File: config.mk
export PLATFORM = sky130hd
export DESIGN_NAME = pipe_hazard_ctrl
export DESIGN_NICKNAME = d
export VERILOG_FILES = /design/src/rtl/pipe_hazard_ctrl.sv
export SDC_FILE = /design/constraint.sdc
export NUM_CORES = 1
export LEC_CHECK = 0
export CAP_MARGIN = 20
export CORE_UTILIZATION = 35
export CTS_BUF_LIST = sky130_fd_sc_hd__clkbuf_8
export DETAILED_ROUTE_END_ITERATION = 6
export HOLD_SLACK_MARGIN = 0.03
export PLACE_DENSITY = 0.79
export SYNTH_ARGS = -nofsm -noshare
export SYNTH_HDL_FRONTEND = slang
export SYNTH_SLANG_ARGS = --single-unit
File: constraint.sdc
create_clock -name clk -period 3 [get_ports clk]
set_input_delay 0.6 -clock clk [delete_from_list [all_inputs] [get_ports clk]]
set_output_delay 0.6 -clock clk [all_outputs]
set_load 0.02 [all_outputs]
File: src/rtl/pipe_hazard_ctrl.sv
// IF/ID hazard controller: load-use stalls, branch/jump flushes and instruction-memory waits.
// Optional HAZARD_PERF_CNT_EN adds saturating stall/flush cycle counters.
module pipe_hazard_ctrl #(
  parameter int unsigned LOAD_LAT = 1
) (
  input  logic       clk,
  input  logic       reset,
  input  logic [4:0] id_rs1,
  input  logic [4:0] id_rs2,
  input  logic [4:0] ex_rd,
  input  logic       ex_mem_read,
  input  logic       branch_taken,
  input  logic       jump_id,
  input  logic       imem_ready,
  output logic       stall,
  output logic       flush,
  output logic       pc_hold,
  output logic       id_ex_bubble,
  output logic [1:0] state
`ifdef HAZARD_PERF_CNT_EN
  ,
  output logic [15:0] stall_cycles,
  output logic [15:0] flush_cycles
`endif
);

  typedef enum logic [1:0] {
    StRun       = 2'b00,
    StLoadStall = 2'b01,
    StFlush     = 2'b10,
    StImemWait  = 2'b11
  } state_e;

  localparam logic [2:0] LoadLat = 3'(LOAD_LAT);

  state_e     state_q, state_d;
  logic [2:0] cnt_q, cnt_d;
  logic       lu;

  assign lu    = ex_mem_read && (ex_rd != 5'd0) && ((ex_rd == id_rs1) || (ex_rd == id_rs2));
  assign state = state_q;

  always_ff @(posedge clk or posedge reset) begin
    if (reset) begin
      state_q <= StRun;
      cnt_q   <= 3'd0;
    end else begin
      state_q <= state_d;
      cnt_q   <= cnt_d;
    end
  end

  always_comb begin
    state_d = state_q;
    cnt_d   = cnt_q;
    if (branch_taken) begin
      state_d = StFlush;
      cnt_d   = 3'd0;
    end else begin
      unique case (state_q)
        StRun: begin
          if (lu) begin
            state_d = StLoadStall;
            cnt_d   = 3'd1;
          end else if (!imem_ready) begin
            state_d = StImemWait;
            cnt_d   = 3'd0;
          end else begin
            state_d = StRun;
            cnt_d   = 3'd0;
          end
        end
        StLoadStall: begin
          // Counter stops at LoadLat (<= 7), so it can never wrap.
          if (cnt_q < LoadLat) begin
            cnt_d = cnt_q + 3'd1;
          end else begin
            state_d = StRun;
            cnt_d   = 3'd0;
          end
        end
        StFlush: begin
          state_d = StRun;
          cnt_d   = 3'd0;
        end
        StImemWait: begin
          if (imem_ready) begin
            state_d = StRun;
            cnt_d   = 3'd0;
          end
        end
        default: begin
          state_d = StRun;
          cnt_d   = 3'd0;
        end
      endcase
    end
  end

  always_comb begin
    stall        = 1'b0;
    flush        = 1'b0;
    pc_hold      = 1'b0;
    id_ex_bubble = 1'b0;
    if (reset) begin
      flush        = 1'b1;
      id_ex_bubble = 1'b1;
    end else if (branch_taken) begin
      flush        = 1'b1;
      id_ex_bubble = 1'b1;
    end else begin
      unique case (state_q)
        StRun: begin
          if (lu) begin
            stall        = 1'b1;
            pc_hold      = 1'b1;
            id_ex_bubble = 1'b1;
          end else if (!imem_ready) begin
            pc_hold = 1'b1;
            flush   = 1'b1;
          end else if (jump_id) begin
            flush = 1'b1;
          end
        end
        StLoadStall: begin
          if (cnt_q < LoadLat) begin
            stall        = 1'b1;
            pc_hold      = 1'b1;
            id_ex_bubble = 1'b1;
          end
        end
        StFlush: begin
          flush = 1'b1;
        end
        StImemWait: begin
          if (!imem_ready) begin
            pc_hold = 1'b1;
            flush   = 1'b1;
          end
        end
        default: ;
      endcase
    end
  end

`ifdef HAZARD_PERF_CNT_EN
  always_ff @(posedge clk or posedge reset) begin
    if (reset) begin
      stall_cycles <= 16'd0;
      flush_cycles <= 16'd0;
    end else begin
      if (stall && (stall_cycles != 16'hFFFF)) stall_cycles <= stall_cycles + 16'd1;
      if (flush && (flush_cycles != 16'hFFFF)) flush_cycles <= flush_cycles + 16'd1;
    end
  end
`endif

endmodule

Yosys cells after proc, flatten, opt, wreduce, memory -nomap -nowiden
Cells that the tools add are included.
{"block": "word_totals", "regBits": 5, "output_inout_bits": 6, "wordCells": 46, "input_bits": 21}
{"block": "classes", "mux": 29, "n_reduce_logical": 6, "magnitude_cmp": 1, "n_addsub": 1, "eq_ne": 7}
{"operator": "two-way mux 1 bit", "n": 16}
{"operator": "case mux 3 bit (4 select lines)", "n": 1}
{"operator": "== test 5 bit", "n": 2}
{"operator": "two-way mux 2 bit", "n": 5}
{"operator": "two-way mux 3 bit", "n": 3}
{"operator": "case mux 2 bit (4 select lines)", "n": 1}
{"operator": "!= test 3 bit, second input constant", "n": 2}
{"operator": "case mux 1 bit (3 select lines)", "n": 2}
{"operator": "nonzero test 5 bit", "n": 1}
{"operator": "== test 2 bit, second input constant", "n": 2}
{"operator": "adder 3 x 1 -> 3 bit, second input constant", "n": 1}
{"operator": "< comparator 3 x 1 -> 1 bit, second input constant", "n": 1}
{"operator": "== test 2 x 1 -> 1 bit, second input constant", "n": 1}
{"operator": "logical AND 1 bit", "n": 2}
{"operator": "zero test 2 bit", "n": 1}
{"operator": "case mux 1 bit (2 select lines)", "n": 1}
{"operator": "AND reduction 2 bit", "n": 1}
{"operator": "logical OR 1 bit", "n": 1}

Longest topological paths before layout
Gate-level depths: netlist of the first run.
{"block": "logic_depth", "ltp_word": 7, "ltp_mapped": 5, "depth_no_buf": 5}

Worst setup path after synthesis of the first run
Ideal clock, no wire load.
{"block": "synth_timing", "path_kind": "input port to output port", "startpoint": "in ex_rd[0]", "endpoint": "out flush", "n_path_buf": 0, "t_arrival_ns": 1.940, "slack_ns": 0.460, "required_ns": 2.400, "cell_stages": 4, "path_cell_list": "or4_1 -> o21a_1 -> and2_4 -> o21ai_0"}
{"block": "synth_via", "elab_chain_len": 7, "elab_cells_between_ends": 10, "classes_between": "2 x eq/ne; 4 x mux; 4 x reduce/logical"}
{"item": "start: declaration", "line": "10", "rtl": "input logic [4:0] ex_rd,"}
{"item": "== test 5 bit / nonzero test 5 bit (equally long branches)", "line": "40", "rtl": "assign lu = ex_mem_read && (ex_rd != 5'd0) && ((ex_rd == id_rs1) || (ex_rd == id_rs2));"}
{"item": "logical OR 1 bit / logical AND 1 bit (equally long branches)", "line": "40"}
{"item": "logical AND 1 bit *", "line": "40"}
{"item": "two-way mux 1 bit *", "line": "114", "rtl": "if (lu) begin"}
{"item": "case mux 1 bit (3 select lines) *", "line": "112", "rtl": "unique case (state_q)"}
{"item": "two-way mux 1 bit *", "line": "108", "rtl": "end else if (branch_taken) begin"}
{"item": "two-way mux 1 bit *", "line": "105", "rtl": "if (reset) begin"}
{"item": "end: declaration", "line": "16", "rtl": "output logic flush,"}
Every way passes the cells marked *; elsewhere a longest branch is shown, timed or not.

Worst setup path after layout of the first run
{"block": "layout_timing", "startpoint": "in ex_rd[1]", "endpoint": "out stall"}
{"block": "layout_via", "elab_chain_len": 7, "elab_cells_between_ends": 10, "classes_between": "2 x eq/ne; 4 x mux; 4 x reduce/logical"}
{"item": "== test 5 bit / nonzero test 5 bit (equally long branches)", "line": "40"}
{"item": "logical OR 1 bit / logical AND 1 bit (equally long branches)", "line": "40"}
{"item": "logical AND 1 bit *", "line": "40"}
{"item": "two-way mux 1 bit *", "line": "114"}
{"item": "case mux 1 bit (2 select lines) *", "line": "112"}
{"item": "two-way mux 1 bit *", "line": "108"}
{"item": "two-way mux 1 bit *", "line": "105"}
{"item": "end: declaration", "line": "15", "rtl": "output logic stall,"}
Marks and branches as above.

==> impl_metrics.ini, run 1 <==
[power_and_ir_drop]
powerDensity_nw_per_um2 = 335
p_leak_nw = 0.394
p_clk_share_pct = 39.8
p_int_uw = 214
power_frac_comb_pct = 33.1
seqPwrFrac_pct = 27.0
netSwitchingFraction_pct = 26.0
switching_power_uw = 75.4
vdd_drop_max_uv = 275

[logic_synthesis]
syn_nets = 83
synth_top_cells_by_count = 10 x xnor2_1, 7 x nand2_1, 6 x nor2_1
synth_top_cell_by_area = dfrtp_1
yosysSeqAreaShare_pct = 26.3
syn_area_um2 = 475
synthTopCellsByArea = dfrtp_1 26%, xnor2_1 18%, nand2_1 5.5%
synthArstFlopShare_pct = 100
synth_warnings = 0
ys.flop_type = dfrtp_1
synthAdderAreaFrac_pct = 2.63
syn-mean-instance-area_um2 = 7.79
synth_most_common_cell = xnor2_1
synthSimpleGateAreaFrac_pct = 30.8
yosys-mux-area-fraction_pct = 0
synth_cell_type_count = 24
synth_xor_area_share_pct = 18.4
ys_seq_elements = 5
synth_edf_count = 0
synth_top_family_by_area = simple AND/OR/NAND/NOR gates
syn_inst = 61
synth-compound-area-share_pct = 17.9
synth.top_cell.area_share_pct = 26.3

[layout]
drive_above_1_share_pct = 17.0
area_delta_synth_final_pct = 81.6
final_nets = 123
finalInstanceArea_um2 = 863
diodes = 0
utilization_pct = 72.8

[floorplanning]
start_util_pct = 40.1
dieArea_um2 = 1510
pin_count = 27
num_rows = 12
die_y_um = 38.9
core_area_um2 = 1190
chipWidth_um = 38.9

[setup_path]
worstPathArrival_ns = 2.31
worst_r2r_endpoint = cnt_q[2]
critPathSlowestCell = or4_1
critPathMaxFanout = 2
r2r-start = state[0]
worst_ep_required_time_ns = 2.40
end_kind = output port
slowest_delay_ns = 0.51
r2r.worst_path.cells = 4
rrSetupSlack_ns = 1.40
critPathKind = input pin to output port
cp_cell_sequence = clkdlybuf4s50_1, or4_1, o21a_1, buf_4, nand4_1, nand2_1, dlygate4sd2_1
start_kind = input pin

[sta]
min_period_ns = 2.91
max_clock_freq_ghz = 0.343
fin_skew_ns = 0.000979
setup_slack_ns = 0.0881
setup_viol = 0
tightest_slew_ns = 0.347
rsz0062_at_grt = false
finalSetupTns_ns = 0
slew_violations = 0
final_hold_viol_count = 0
slew_headroom_pct = 76.8
post-route-period-util_pct = 97.1

[routing]
drt-vias-per-instance = 5.14
initialDrtViolationCount = 23
wirelength_mm = 1.36
detail_route.wl_per_cell_um = 11.9
first_pass_iters = 4
ant_nets = 0
via_count = 586
drc = 0

[grt]
grt_pass1_wl_mm = 2.13
track_usage_pct = 20.5
grt_pass1_vias = 550
grt_max_degree = 13
antenna_found_initial = 0
overflow = 0

[worst_hold_path]
hold_end = cnt_q[2]
hp-class = flop to flop
min_from = cnt_q[2]
hold_path_depth = 2

[clock_tree]
cts_tree = built
cts.clk_slew.worst_paths_ns = 0.03
clockBufferDepth = 2
holdBufCountCts = 0
cts.sinks = 5
cts_buffers = 3
cts_htree_levels = 1
insertion_delay_ns = 0.21
cts-root-buf = clkbuf_8

[place]
dp_hpwl_mm = 1.10
port_buffers = 26
dpl_cell_area_um2 = 825
finalWeightedCongestion = 0.712
post-place-ws_ns = -0.318

[status]
status = completed

[job]
cap_violations = 0
==> registers in the layout (all words and copies together) (netlist names) <==
signal  count
cnt_q       3
state       2
==> worst max path at each step <==
stage | from | endpoint | slack [ns] | cells past startpoint
after CTS | ex_rd[1] | id_ex_bubble | 0.03 | 6
after detailed placement | ex_rd[0] | id_ex_bubble | -0.32 | 6
after floorplan | ex_rd[0] | flush | 0.46 | 4
final | ex_rd[1] | stall | 0.09 | 7
after global routing | ex_rd[1] | flush | 0.01 | 6
after global placement | ex_rd[0] | id_ex_bubble | -0.30 | 6
==> power groups by stage <==
stage	clock (mW)	combinational (mW)	sequential [mW]
floorplan	0	0.0395	0.0784
global placement	0	0.0950	0.0789
detailed placement	0	0.0968	0.0789
CTS	0.117	0.0968	0.0780
global route	0.126	0.102	0.0794
finish	0.115	0.0959	0.0782
==> cells in the final DEF (no fill, tap or decap), types with 3 or more instances in the layout <==
cell             count
clkdlybuf4s50_1     21
xnor2_1             10
buf_4               10
nand2_1              7
nor2_1               6
inv_1                5
dfrtp_1              5
nand3_1              3
nand4_1              3
o21ai_0              3
clkbuf_8             3
==> worst max-delay path, delay by kind of cell <==
| family | cells | cell delay [ns] |
|---|---|---|
| simple gates | 3 | 0.66 |
| compound gates | 1 | 0.20 |
| buf+inv | 3 | 0.86 |
==> area by class of cell <==
class | count | area [um^2]
timing repair buffer | 36 | 329
clock inverter | 1 | 3.75
fill | 96 | 323
multi-input combinational | 51 | 332
tap | 14 | 17.5
sequential | 5 | 125
clock buffer | 3 | 41.3
inverter | 4 | 15.0
==> per-stage QoR <==
step | instances | hold WS (ns) | total power, mW
final | 114 | 0.527 | 0.289
after global routing | 114 | 0.594 | 0.307
after CTS | 114 | 0.533 | 0.292
after detailed placement | 110 | 0.525 | 0.176
after global placement | 110 | 0.526 | 0.174
after floorplan | 61 | 0.387 | 0.118
==> what timing repair did <==
| action | in CTS | in global routing |
|---|---|---|
| endpoints found under the setup margin | 4 | 1 |
| buffers inserted | 0 | 0 |
| gates resized for setup | 11 | 1 |
==> kinds of logic (layout without fill, tap and decap cells) <==
logic type,after synthesis,after routing
DFF,5,5
AOI/OAI and AO/OA,12,12
adders and majority gates,1,1
and+or+nand+nor,28,28
buffers and inverters,5,44
xor gates and xnor gates,10,10
==> per-layer routing <==
metal / up-vias / share of wire (%) / track usage (%)
met5: - / 0 / 0
met2: 23 / 52 / 36.3
met3: 0 / 4.4 / 1.73
met4: 0 / 0 / 7.76
li1: 298 / - / -
met1: 265 / 43 / 25.3
(Power assumes the default switching activity.)
==> run 2, diff against run 1 <==
PLACE_DENSITY = default   (was 0.79)
PLACE_DENSITY_LB_ADDON = 0.12   (was default)
==> run 2 against run 1 <==
Cell count fell by 0.88%. Critical endpoint unchanged. Total power rose by 1.5%. Global-route usage rose by 1.2 points. Count of clock-buffer cells in the layout did not move. Combinational power fell by 2.4%. Flip-flop and latch count did not move. Worst hold slack improved by 0.019 ns. Setup slack improved by 0.012 ns. Cell area fell by 1.2%. Sequential power rose by 0.5%. Utilization fell by 0.84 points. Routed wire length fell by 5.3%.
==> impl_metrics.ini, run 2 (synthesized netlist as in run 1, its figures left out) <==
[grt]
overflow = 0
track_usage_pct = 21.7
grt_pass1_vias = 545
grt_pass1_wl_mm = 2.08
antenna_found_initial = 0
grt_max_degree = 13

[layout]
final_cell_mix = 22 x clkdlybuf4s50_1, 10 x xnor2_1, 9 x buf_4, 7 x nand2_1, 6 x nor2_1
fillCellCount = 101
final_nets = 122
area_delta_synth_final_pct = 79.5
utilization_pct = 71.9
finalInstanceArea_um2 = 853
final_common_cell = clkdlybuf4s50_1
diodes = 0
largest_register_ffs = 3
top_register = cnt_q
drive_above_1_share_pct = 18.2

[job]
cap_violations = 0

[clock_tree]
cts_htree_levels = 1
cts.clk_slew.worst_paths_ns = 0.03
cts.sinks = 5
clockBufferDepth = 2
insertion_delay_ns = 0.22
holdBufCountCts = 0
cts_resized = 6
cts_buffers = 3
cts_tree = built
cts-root-buf = clkbuf_8
cts_setup_buffers = 0

[floorplanning]
num_rows = 12
core_area_um2 = 1190
die_y_um = 38.9
pin_count = 27
chipWidth_um = 38.9
dieArea_um2 = 1510
start_util_pct = 40.1

[routing]
via_count = 595
drt-vias-per-instance = 5.27
wirelength_mm = 1.29
detail_route.wl_per_cell_um = 11.4
first_pass_iters = 4
drc = 0
ant_nets = 0
initialDrtViolationCount = 15

[setup_path]
start_kind = input pin
critPathKind = input pin to output port
cp_cell_sequence = clkdlybuf4s50_1, or4_1, o21a_1, buf_4, nand4_1, nand2_1, clkdlybuf4s15_1
critPathMaxFanout = 2
critPathSlowestCell = or4_1
critPathTopFamily = buffers and inverters
critPathBufInv = 3
worstPathArrival_ns = 2.30
slowest_delay_ns = 0.52
end_kind = output port
worst_ep_required_time_ns = 2.40

[sta]
final_hold_viol_count = 0
slew_violations = 0
fin_skew_ns = 0.000738
min_period_ns = 2.90
tightest_slew_ns = 0.349
holdWs_ns = 0.546
post-route-period-util_pct = 96.7
max_clock_freq_ghz = 0.345
slew_headroom_pct = 76.7
setup_viol = 0
rsz0062_at_grt = false

[place]
finalWeightedCongestion = 0.773
dp_hpwl_mm = 1.08
port_buffers = 26
dpl_cell_area_um2 = 817

[status]
status = completed

[power_and_ir_drop]
powerDensity_nw_per_um2 = 344
vdd_drop_max_uv = 245
p_leak_nw = 0.383
fin_total_pwr_uw = 294

[worst_hold_path]
hp-class = flop to flop
[run 2: changes by cell type in the layout (fill, tap and decap cells not counted), sizes merged]
cell / before / now
buf: 11 / 10
clkbuf: 3 / 5
clkdlybuf4s15: 2 / 1
clkdlybuf4s50: 21 / 22
dlygate4sd2: 2 / 0
[run 2: power by group]
group          internal [mW]  switching (mW)
Clock                 0.0877          0.0338
Sequential            0.0709         0.00766
Combinational         0.0553          0.0383
Total                  0.214          0.0797
[run 2: worst reg2reg max path: stages, from the launching register on]
cell	delay, ns
dfrtp_1	0.49
or4b_1	0.49
nor2_1	0.28
a22oi_1	0.14
nor2_1	0.11
[run 2: through the flow]
| stage | setup TNS (ns) | setup WS [ns] | instances |
|---|---|---|---|
| floorplan | 0 | 0.460 | 61 |
| global placement | -0.807 | -0.251 | 109 |
| detailed placement | -0.849 | -0.261 | 109 |
| CTS | 0 | 0.0181 | 113 |
| global route | 0 | 0.0197 | 113 |
| finish | 0 | 0.0999 | 113 |
[run 2: path summary, 6_finish.rpt]
check                         start        to  slack, ns  cells after the start
max in group asynchronous     reset  cnt_q[2]       2.19                      3
hold reg to reg            cnt_q[2]  cnt_q[2]       0.55                      2
setup / recovery           ex_rd[0]     stall        0.1                      7
hold / removal             cnt_q[2]  cnt_q[2]       0.55                      2
min in group asynchronous     reset  state[1]       0.70                      3
setup reg to reg           state[0]  cnt_q[2]       1.41                      4
[run 2: metal layers]
metal	vias up	GRT usage, %	share of wire, %
met5	-	0	0
met4	0	10.3	2.2
met3	4	10.4	5.3
met2	19	38.3	53
met1	274	20.6	40
li1	298	-	-
[run 2: final cells by class]
| type | instances | area (um^2) | share of cell area [%] |
|---|---|---|---|
| Multi-Input combinational cell | 51 | 338 | 39.6 |
| Timing Repair Buffer | 35 | 313 | 36.7 |
| Sequential cell | 5 | 125 | 14.7 |
| Clock buffer | 3 | 41.3 | 4.84 |
| Tap cell | 14 | 17.5 | 2.05 |
| Inverter | 4 | 15.0 | 1.76 |
| Clock inverter | 1 | 3.75 | 0.440 |
==> edit: new RTL, config.mk and constraints of run 1 <==
Add a define of `HAZARD_PERF_CNT_EN`.
--- a/src/rtl/pipe_hazard_ctrl.sv
+++ b/src/rtl/pipe_hazard_ctrl.sv
@@ -1,5 +1,7 @@
 // IF/ID hazard controller: load-use stalls, branch/jump flushes and instruction-memory waits.
 // Optional HAZARD_PERF_CNT_EN adds saturating stall/flush cycle counters.
+`define HAZARD_PERF_CNT_EN
+
 module pipe_hazard_ctrl #(
   parameter int unsigned LOAD_LAT = 1
 ) (
Function (old outputs only; new: flush_cycles and stall_cycles): kept (equiv_simple and equiv_induct, registers matched by name and starting in step).
==> edit against run 1 <==
- hold slack got worse by 38 ps
- largest cell class unchanged
- power rose to 6.4 times the old value
- clock power grew to 2.9 times the old value
- setup slack got worse by 4.6 ps
- utilization fell by 22 points
- sequential cell count is 32 higher
- final area increased to 3.3 times the old value
- critical path type unchanged
- highest routed layer is now met4
- synthesized area rose to 4.3 times the old value
- first-iteration DRC count up 130%
- routed wire length grew to 3.2 times the old value
==> edit: results (changes against run 1) <==
| Metric | Value |
|---|---|
| Count of cell types in the netlist | `36 (+50%)` |
| Critical R2R Launch | `flush_cycles[0]` |
| Area contributors post-synth | `dfrtp_1 46%, xnor2_1 11%, xor2_1 5.6%, nand2_1 3.9%, nand4_1 3.1%` |
| Pleak | `1.15 nW (+190%)` |
| Nets@finish | `287 (+130%)` |
| Vias/cell | `4.91 (-4.4%)` |
| Fillcell total | `531 (+450%)` |
| IO buf count | `58 (+120%)` |
| Sw frac | `0.384 (+0.124)` |
| DR iter-0 viols | `54 (+130%)` |
| Final Wtd Congestion | `0.761 (+6.9%)` |
| Measured slew at the worst slew-check pin | `720 ps (+373 ps)` |
| Reg area | `926 um2 (+640%)` |
| Vias in the first global route | `1684 (+210%)` |
| Register area share after synthesis | `0.458 (+0.195)` |
| Largest net degree at the start of global routing | `19 (+6)` |
| Total wire length | `4.36 mm (+220%)` |
| Dpl hpwl | `3.29 mm (+200%)` |
| Syn_nets | `214 (+160%)` |
| Status | `finished clean` |
| Drt pass-1 iters | `6 (+2)` |
| Total GRT Usage | `0.151 (-0.0543)` |
| VDD IR max | `0.420 mV (+53%)` |
| First-pass GRT wire length | `7.36 mm (+250%)` |
| Layout cell share with drive strength beyond 1 | `0.167 (-0.00333)` |
==> edit: cell types whose count changed after synthesis, sizes merged, moves of 3 or more <==
cell	change
a21oi	+3
and3	+5
dfrtp	+32
nand2	+14
nand3	+10
nand4	+7
nor2	+8
nor3	+3
nor4	+4
xnor2	+16
xor2	+13
==> edit: metrics by stage <==
step           worst slack [ps]  instance area, um2  std cells
2_1_floorplan               598                2020        190
3_3_place_gp               -307                2760        328
3_5_place_dp               -314                2760        328
4_1_cts                    21.5                2850        336
5_1_grt                   0.355                2830        336
6_report                   83.5                2830        336
==> edit: final timing paths <==
check                                         to  slack, ps  cells past startpoint
min in group asynchronous        stall_cycles[4]        760                      2
max in group asynchronous        flush_cycles[7]       1630                      3
worst min-delay path            flush_cycles[15]        490                      1
worst max-delay path                       stall         80                      6
worst min register to register  flush_cycles[15]        490                      1
worst max register to register   flush_cycles[1]        490                      7
==> edit: cells by family (layout without fill, tap and decap cells) <==
group	after synthesis	in the layout	share of synthesized area
AND/OR/NAND/NOR	84	84	0.240
multiplexers	3	3	0.0161
flip-flops	37	37	0.458
buffers and inverters	9	83	0.0223
AO/OA/AOI/OAI	15	15	0.0755
XOR/XNOR	39	39	0.169
adder cells (fa/ha/maj)	3	3	0.0186
==> edit: area by class of cell <==
type / count / area share
well taps: 72 / 0.0318
clock inverters: 3 / 0.00619
clock buffers: 5 / 0.0243
repair buffers: 71 / 0.234
flip-flops and latches: 37 / 0.327
inverters: 4 / 0.00531
multi-input cells: 144 / 0.371
==> edit: timing repair <==
item,4_1_cts,5_1_grt
buffers inserted,0,0
setup endpoints to repair,4,3
pin swaps,1,0
resized for setup,12,3
hold buffers,0,0
==> edit: power by group through the flow <==
stage | Clock [mW] | Sequential, mW | Combinational [mW]
CTS | 0.350 | 0.781 | 0.758
global route | 0.370 | 0.806 | 0.813
global placement | 0 | 0.787 | 0.740
floorplan | 0 | 0.895 | 0.283
finish | 0.338 | 0.780 | 0.748
detailed placement | 0 | 0.790 | 0.755
==> edit: worst max-delay path, stage by stage <==
cell and delay [ps]:
clkdlybuf4s50_1 420, or4_4 540, o21a_4 230, a31oi_4 210, nor2_1 60, clkdlybuf4s15_2 250
==> edit: routing by layer <==
layer	GRT usage	wire [um]	vias up
met3	0.0388	250	5
met1	0.193	2030	792
li1	-	-	806
met5	0	0	-
met2	0.249	2030	48
met4	0.0444	46	0
